`src/rtl/opcodes_pkg.sv`:
```
`default_nettype none
// ============================================================================
// Module      : opcodes (package)
// Description : Encodings shared by control_unit, the datapath and the bench:
//               PC source select, instruction groups, ALU function codes,
//               branch condition codes and the sequencer state encoding.
// Revision    : 1.0 - initial release
// ============================================================================
package opcodes;

  // PC source select driven to the datapath PC mux
  typedef enum logic [1:0] {
    PC_INC    = 2'd0,
    PC_BRANCH = 2'd1,
    PC_LR     = 2'd2,
    PC_HOLD   = 2'd3
  } pc_select_t;

  // Instruction group, Opcode[7:5]
  localparam logic [2:0] GRP_ALU_R  = 3'd0;
  localparam logic [2:0] GRP_ALU_I  = 3'd1;
  localparam logic [2:0] GRP_LOAD   = 3'd2;
  localparam logic [2:0] GRP_STORE  = 3'd3;
  localparam logic [2:0] GRP_BRANCH = 3'd4;
  localparam logic [2:0] GRP_CALL   = 3'd5;
  localparam logic [2:0] GRP_RET    = 3'd6;
  localparam logic [2:0] GRP_SYS    = 3'd7;

  // ALU function codes, Opcode[4:0] for the ALU groups
  localparam logic [4:0] ALU_ADD = 5'd0;
  localparam logic [4:0] ALU_SUB = 5'd1;
  localparam logic [4:0] ALU_AND = 5'd2;
  localparam logic [4:0] ALU_OR  = 5'd3;
  localparam logic [4:0] ALU_XOR = 5'd4;
  localparam logic [4:0] ALU_NOT = 5'd5;
  localparam logic [4:0] ALU_SHL = 5'd6;
  localparam logic [4:0] ALU_SHR = 5'd7;
  localparam logic [4:0] ALU_CMP = 5'd8;
  localparam logic [4:0] ALU_MOV = 5'd9;

  // Branch condition, Opcode[3:0]; codes 11..15 are never taken
  typedef enum logic [3:0] {
    COND_AL = 4'd0,
    COND_EQ = 4'd1,
    COND_NE = 4'd2,
    COND_CS = 4'd3,
    COND_CC = 4'd4,
    COND_MI = 4'd5,
    COND_PL = 4'd6,
    COND_VS = 4'd7,
    COND_VC = 4'd8,
    COND_GE = 4'd9,
    COND_LT = 4'd10
  } cond_t;

  // Sequencer states
  typedef enum logic [2:0] {
    S_IDLE  = 3'd0,
    S_FETCH = 3'd1,
    S_EXEC  = 3'd2,
    S_MEM   = 3'd3,
    S_HALT  = 3'd4
  } state_t;

  localparam int IDLE_CNT_W = 4;

endpackage
`default_nettype wire

```
`src/rtl/control_unit_cond_eval.sv`:
```
`default_nettype none
// ============================================================================
// Module      : cond_eval
// Description : Combinational branch-condition evaluator.
// Ports       : flags - {Z,N,C,V}
//               cond  - condition code (cond_t encoding, 11..15 = never)
//               taken - branch condition holds
// Revision    : 1.0 - initial release
// ============================================================================
module cond_eval
  import opcodes::*;
(
  input  logic [3:0] flags,
  input  logic [3:0] cond,
  output logic       taken
);

  logic z, n, c, v;

  always_comb begin
    {z, n, c, v} = flags;
    taken = 1'b0;
    case (cond)
      COND_AL: taken = 1'b1;
      COND_EQ: taken = z;
      COND_NE: taken = ~z;
      COND_CS: taken = c;
      COND_CC: taken = ~c;
      COND_MI: taken = n;
      COND_PL: taken = ~n;
      COND_VS: taken = v;
      COND_VC: taken = ~v;
      COND_GE: taken = (n == v);
      COND_LT: taken = (n != v);
      default: taken = 1'b0;
    endcase
  end

endmodule
`default_nettype wire

```
`src/rtl/control_unit.sv`:
```
`default_nettype none
// ============================================================================
// Module      : control_unit
// Description : Multi-cycle sequencer for the 16-bit core. One instruction in
//               flight: IDLE -> FETCH -> EXEC [-> MEM] -> FETCH, HALT is
//               terminal until reset. All controls are decoded
//               combinationally from the state and Opcode.
// Ports       : Clock, nReset (async, active-low)
//               Opcode[7:0] (group/AluOp/cond), Flags[3:0] {Z,N,C,V}, MemReady
//               AluOp, Op2Sel, Op1Sel, Rw, WdSel, datapath enables, PcSel,
//               Halted
// Revision    : 1.0 - initial release
// ============================================================================
module control_unit
  import opcodes::*;
#(
  parameter int RESET_IDLE_CYCLES = 1
) (
  input  logic       Clock,
  input  logic       nReset,
  input  logic [7:0] Opcode,
  input  logic [3:0] Flags,
  input  logic       MemReady,
  output logic [4:0] AluOp,
  output logic [1:0] Op2Sel,
  output logic       Op1Sel,
  output logic       Rw,
  output logic       WdSel,
  output logic       AluEn,
  output logic       SpEn,
  output logic       SpWe,
  output logic       LrEn,
  output logic       LrWe,
  output logic       PcWe,
  output logic       PcEn,
  output logic       IrWe,
  output logic       ImmSel,
  output logic       RegWe,
  output logic       MemEn,
  output pc_select_t PcSel,
  output logic       Halted
);

  localparam logic [IDLE_CNT_W-1:0] IDLE_LAST = IDLE_CNT_W'(RESET_IDLE_CYCLES - 1);

  state_t                state_q, state_d;
  logic [IDLE_CNT_W-1:0] idle_cnt_q, idle_cnt_d;
  logic                  branch_taken;
  logic [2:0]            group;
  logic                  is_load;

  assign group   = Opcode[7:5];
  assign is_load = (group == GRP_LOAD);

  cond_eval u_cond_eval (
    .flags (Flags),
    .cond  (Opcode[3:0]),
    .taken (branch_taken)
  );

  always_ff @(posedge Clock or negedge nReset) begin
    if (!nReset) begin
      state_q    <= S_IDLE;
      idle_cnt_q <= '0;
    end else begin
      state_q    <= state_d;
      idle_cnt_q <= idle_cnt_d;
    end
  end

  always_comb begin
    state_d    = state_q;
    idle_cnt_d = idle_cnt_q;
    AluOp      = ALU_ADD;
    Op2Sel     = 2'd0;
    Op1Sel     = 1'b0;
    Rw         = 1'b0;
    WdSel      = 1'b0;
    AluEn      = 1'b0;
    SpEn       = 1'b0;
    SpWe       = 1'b0;
    LrEn       = 1'b0;
    LrWe       = 1'b0;
    PcWe       = 1'b0;
    PcEn       = 1'b0;
    IrWe       = 1'b0;
    ImmSel     = 1'b0;
    RegWe      = 1'b0;
    MemEn      = 1'b0;
    PcSel      = PC_INC;
    Halted     = 1'b0;

    case (state_q)
      S_IDLE: begin
        if (idle_cnt_q == IDLE_LAST) begin
          state_d = S_FETCH;
        end else begin
          idle_cnt_d = idle_cnt_q + 1'b1;
        end
      end

      S_FETCH: begin
        PcEn  = 1'b1;
        MemEn = 1'b1;
        Rw    = 1'b1;
        if (MemReady) begin
          IrWe    = 1'b1;
          PcWe    = 1'b1;
          PcSel   = PC_INC;
          state_d = S_EXEC;
        end
      end

      S_EXEC: begin
        state_d = S_FETCH;
        case (group)
          GRP_ALU_R, GRP_ALU_I: begin
            AluOp  = Opcode[4:0];
            Op2Sel = (group == GRP_ALU_I) ? 2'd1 : 2'd0;
            AluEn  = 1'b1;
            RegWe  = (Opcode[4:0] != ALU_CMP);
          end
          GRP_LOAD, GRP_STORE: begin
            // Effective address setup; the access itself happens in S_MEM
            AluOp   = ALU_ADD;
            Op2Sel  = 2'd1;
            state_d = S_MEM;
          end
          GRP_BRANCH, GRP_CALL: begin
            // CALL is unconditional; BRANCH follows the evaluated condition
            if (group == GRP_CALL || branch_taken) begin
              Op1Sel = 1'b1;
              Op2Sel = 2'd1;
              ImmSel = 1'b1;
              AluOp  = ALU_ADD;
              AluEn  = 1'b1;
              PcSel  = PC_BRANCH;
              PcWe   = 1'b1;
            end
            LrWe = (group == GRP_CALL);
          end
          GRP_RET: begin
            LrEn  = 1'b1;
            PcSel = PC_LR;
            PcWe  = 1'b1;
          end
          default: begin
            if (Opcode[0]) begin
              state_d = S_HALT;
            end
          end
        endcase
      end

      S_MEM: begin
        AluOp  = ALU_ADD;
        Op2Sel = 2'd1;
        AluEn  = 1'b1;
        MemEn  = 1'b1;
        Rw     = is_load;
        WdSel  = is_load;
        RegWe  = is_load & MemReady;
        if (MemReady) begin
          state_d = S_FETCH;
        end
      end

      S_HALT: begin
        Halted = 1'b1;
      end

      default: begin
        state_d = S_IDLE;
      end
    endcase
  end

endmodule
`default_nettype wire

```
`config.mk`:
```
export PLATFORM = sky130hd
export DESIGN_NAME = control_unit
export DESIGN_NICKNAME = d
export VERILOG_FILES = /design/src/rtl/opcodes_pkg.sv /design/src/rtl/control_unit_cond_eval.sv /design/src/rtl/control_unit.sv
export SDC_FILE = /design/constraint.sdc
export NUM_CORES = 1
export LEC_CHECK = 0
export CELL_PAD_IN_SITES_DETAIL_PLACEMENT = 1
export CELL_PAD_IN_SITES_GLOBAL_PLACEMENT = 1
export CORE_ASPECT_RATIO = 0.7
export CORE_MARGIN = 2
export CORE_UTILIZATION = 26
export DETAILED_ROUTE_END_ITERATION = 7
export GPL_ROUTABILITY_DRIVEN = 0
export GPL_TIMING_DRIVEN = 1
export PLACE_DENSITY = 0.83
export SLEW_MARGIN = 20
export SYNTH_ARGS = -nofsm -noshare
export SYNTH_HDL_FRONTEND = slang
export SYNTH_SLANG_ARGS = --single-unit
```
`constraint.sdc`:
```
create_clock -name Clock -period 1.4 [get_ports Clock]
set_input_delay 0.21 -clock Clock [delete_from_list [all_inputs] [get_ports Clock]]
set_output_delay 0.21 -clock Clock [all_outputs]
set_load 0.005 [all_outputs]
```
Yosys cells after proc, flatten, opt, wreduce, memory -nomap -nowiden
Index checks and enable logic that the tools add are counted.
- add/subtract/negate cells: 1
- equal/unequal tests: 26
- mux-type cells: 35
- bitwise operators: 7
- reductions and logical operators: 12
- operators by type and width (operator ; number):
    4-bit by 3-bit == test with 1-bit output, second input constant ; 4
    1-bit two-way mux ; 16
    3-bit case mux with 5 select lines ; 1
    1-bit case mux with 2 select lines ; 7
    3-bit by 2-bit == test with 1-bit output, second input constant ; 4
    3-bit == test, second input constant ; 4
    4-bit == test, second input constant ; 3
    3-bit two-way mux ; 4
    1-bit case mux with 11 select lines ; 1
    5-bit two-way mux ; 2
    4-bit by 2-bit == test with 1-bit output, second input constant ; 2
    4-bit zero test ; 2
    2-bit OR reduction ; 4
    3-bit by 1-bit == test with 1-bit output, second input constant ; 2
    3-bit zero test ; 2
    2-bit inequality test, second input constant ; 3
    1-bit NOT ; 6
    3-bit case mux with 2 select lines ; 1
    5-bit by 4-bit inequality test with 1-bit output, second input constant ; 1
    5-bit OR reduction ; 1
    4-bit by 1-bit adder with 4-bit output, second input constant ; 1
    4-bit by 1-bit == test with 1-bit output, second input constant ; 1
    2-bit case mux with 2 select lines ; 1
    4-bit AND reduction ; 1
    7 further kinds ; 7
- register bits: 7
- input bits: 15
- output and inout bits: 24
- word-level logic and storage cells: 83

Depth between registers and ports, before layout
- depth in word-level cells: 6
- mapped depth: 7
- gate-level depth less buffers: 5

By module
Synthesis repeated with hierarchy kept, for this count alone.
- cell total of the unflattened synthesis: 95
- area total of the unflattened synthesis: 802.0 sq um
- modules (own cells, without submodules) (module ; instances ; cells an instance ; area each (sq um) ; seq. area each (sq um)):
    control_unit ; 1 ; 76 ; 661.9 ; 175.2
    cond_eval ; 1 ; 19 ; 140.1 ; 0.0

Worst setup path after synthesis
No wires, ideal clock.
- kind: register to output
- start point: reg state_q[2]
- end point: out Op1Sel
- arrival time: 1.420 ns
- data required time: 1.190 ns
- setup slack: -0.230 ns
- cell stages (with the launch flop): 7
- path buffers: 1
- cells stage by stage: dfrtp_1 -> inv_2 -> nand2_2 -> nor3_2 -> and3_1 -> o21bai_1 -> buf_4
- word-level cells in the longest chain between the ends: 2
- ends and longest elaborated chain (item ; RTL line ; source):
    from (decl) ; control_unit.sv:46 ; state_t state_q, state_d;
    from (signal assigned) ; control_unit.sv:66 ; state_q <= state_d;
    3-bit by 2-bit == test with 1-bit output ; n/a ;
    1-bit two-way mux ; n/a ;
    to (decl) ; control_unit.sv:26 ; output logic Op1Sel,
Every way passes these cells.

Worst setup path in the final report
- start point: reg state_q[0]
- end point: out ImmSel
- word-level cells in the longest chain between the ends: 2
- ends and longest elaborated chain (item ; RTL line ; source):
    3-bit by 2-bit == test with 1-bit output ; control_unit.sv:93 ; case (state_q)
    1-bit two-way mux ; control_unit.sv:93 ;
    to (decl) ; control_unit.sv:37 ; output logic ImmSel,
Every way passes these cells.

==> run metrics <==
dpl cells 203; async set-or-reset flop fraction in the synthesized netlist 100%; CP top delay family buffers and inverters; failing checks setup timing; # rows 17; # hold bufs at CTS 0; Overall Global Routing Usage 25.8%; Fillers approximately 340; vias in the first global route 1,293; startpoint types register; Avg Synthesized Cell Area 8.28 sq um; largest net degree at the start of global routing 8; H-tree Lvls 1; sequential-to-total area share from yosys stat between 20 and 25%; Fmax between 0.5 and 0.6 GHz; 1st-iter DRT viols 86; CTS Buf Count 3; FF-to-FF Start state_q[2]; WL final roughly 5.9 mm; Synth top cells by count 12 x nor2_1, 7 x dfrtp_1, 7 x inv_1; Synth Cell Area 853 sq um; initial core utilization 27.1%; vias 1,274; CP Capture Type output port; drc violations 0; max-slew violations 0; Initial DRT Pass Iterations 4; Tot Pwr around 2.2 mW; Final ANT Viol Nets 0; outcome finished, violations left; CTS max path bufs 2; fin cells 238; Die X 72.5 microns; critical path required time 1.19 ns; Distinct cells, synth 44; worst-path cell with the longest stage delay dfrtp_1; clock-pin slew on the worst setup and hold paths 0.05 ns; Worst Skew 0.00887 ns; gr ovfl total 0; share of the synthesized area in the top cell type just over 20%; Worst Hold Slack approximately 0.25 ns; worst ir drop on vdd 526 uV; worst path bufs/invs 4; CTS tree yes; core footprint 0.00315 sq mm; drt via density 5.35; Yosys top cell by area dfrtp_1; initial antenna violation count 0; CP Launch Point state_q[0]; Critical Path AT ~1.8 ns; placed instance area 0.00149 sq mm; P per Cell Area between 1000 and 1500 mW/mm^2; # IOs 39; fin area 0.00204 sq mm; clock latency on the worst-skew pair roughly 0.25 ns; Primary FF master, synth dfrtp_1; final hold violations 0; Die H 51.9 microns; crit path cell chain buf_6 -> nor3_4 -> buf_4 -> and3_4 -> buf_6 -> o21bai_4 -> buf_2; fin crit period 1.99 ns; setup ws final -0.592 ns; Mapped Cells about 100; final setup vio count 27; Die Footprint 0.00376 sq mm; EDFF count, synth 0; clock sink count 7; CP dominant cell by count buf_6; Static Leak 0.972 nW; WS Path Type reg2out; Tcrit/Tclk final 142%; yosys synthesis warning count 0; RSZ-0062 raised after global routing yes; max_cap viols 0; clk root buf clkbuf_8; Worst Hold Class in2async; first-pass GRT wire length a little over 7 mm; #FFs+latches synth 7; CP max FO 4; area delta synth->final 139%; Util after Layout between 60% and 70%; layout cells sized above 1 75.0%; critical path's largest stage delay 0.44 ns; hpwl dp 2.76 mm; synth top area cells dfrtp_1 21%, buf_4 5.3%, nor2_1 5.3%; PortBufs 35; antenna diode count 0; count leader, synth nor2_1; count of nets after finishing 218; wire length per cell 24.7 microns
power by group:
| part | switching, mW | internal (mW) |
|---|---|---|
| clock network | 0.115 | 0.199 |
| logic | 0.762 | 0.831 |
| registers | 0.0512 | 0.231 |
| total | 0.928 | 1.26 |
cell families (layout without fill, tap and decap cells):
family,count (synthesis),in the layout,synth area share [%]
buf+inv,18,113,13.5
mux,4,4,4.84
xor+xnor,5,5,5.13
other cells,1,3,0.439
fa+ha+maj,2,2,2.93
flops,7,7,20.5
compound gates,21,21,20.7
simple gates,45,45,32.0
flip-flops by register name, summed over array words and instances (netlist names):
register,count
state_q,3
idle_cnt_q,4
cell usage in the layout, fill, tap and decap left out, types with 2 or more instances in the layout:
cell / Yosys / layout
mux2i_1: 3 / 3
nand2_2: 1 / 5
buf_4: 6 / 41
nand2_4: 0 / 2
nor4_4: 0 / 2
clkdlybuf4s50_1: 0 / 3
dfrtp_2: 0 / 2
nor2_1: 12 / 6
nor3_4: 0 / 3
dfrtp_1: 7 / 5
dlygate4sd2_1: 0 / 2
clkbuf_8: 0 / 3
inv_1: 7 / 3
nor4b_4: 1 / 3
and3_4: 0 / 4
xnor2_1: 5 / 4
conb_1: 1 / 3
inv_2: 1 / 4
buf_6: 3 / 31
nor2_4: 1 / 4
a21oi_1: 6 / 4
nand2b_1: 5 / 3
o21ai_2: 0 / 3
nor2_2: 0 / 3
buf_2: 0 / 15
nand2b_4: 0 / 2
buf_12: 0 / 2
through the flow:
stage / worst slack [ns] / setup TNS (ns)
floorplan: -0.138 / -0.477
CTS: -0.492 / -7.53
global placement: -1.06 / -15.44
finish: -0.592 / -9.95
detailed placement: -1.13 / -16.84
global route: -0.634 / -11.29
path summary, 6_finish.rpt:
check | slack (ns) | endpoint | cells after the start
max in group asynchronous | 0.84 | state_q[2] | 1
min reg2reg | 0.57 | idle_cnt_q[3] | 1
min in group Clock | 0.57 | idle_cnt_q[3] | 1
max reg2reg | -0.32 | idle_cnt_q[3] | 6
min | 0.25 | state_q[0] | 1
max | -0.59 | ImmSel | 7
per-layer routing:
layer,wire length [microns],GRT usage (%)
met5,0,0
met4,172,8.02
met3,359,4.46
met2,2640,42.5
met1,2690,34.5
cell type report:
| type | count | area (sq um) | share of cell area, % |
|---|---|---|---|
| clock buffers | 4 | 45.0 | 2.21 |
| well taps | 38 | 47.5 | 2.33 |
| flip-flops and latches | 7 | 178 | 8.71 |
| multi-input cells | 80 | 845 | 41.4 |
| inverters | 9 | 43.8 | 2.15 |
| repair buffers | 100 | 881 | 43.2 |
what timing repair did:
item	4_1_cts	5_1_grt
pin swaps	24	21
setup endpoints to repair	26	27
resized for setup	150	60
cloned	0	0
buffers inserted	21	13
No activity file was read; power rests on OpenSTA's default activity.
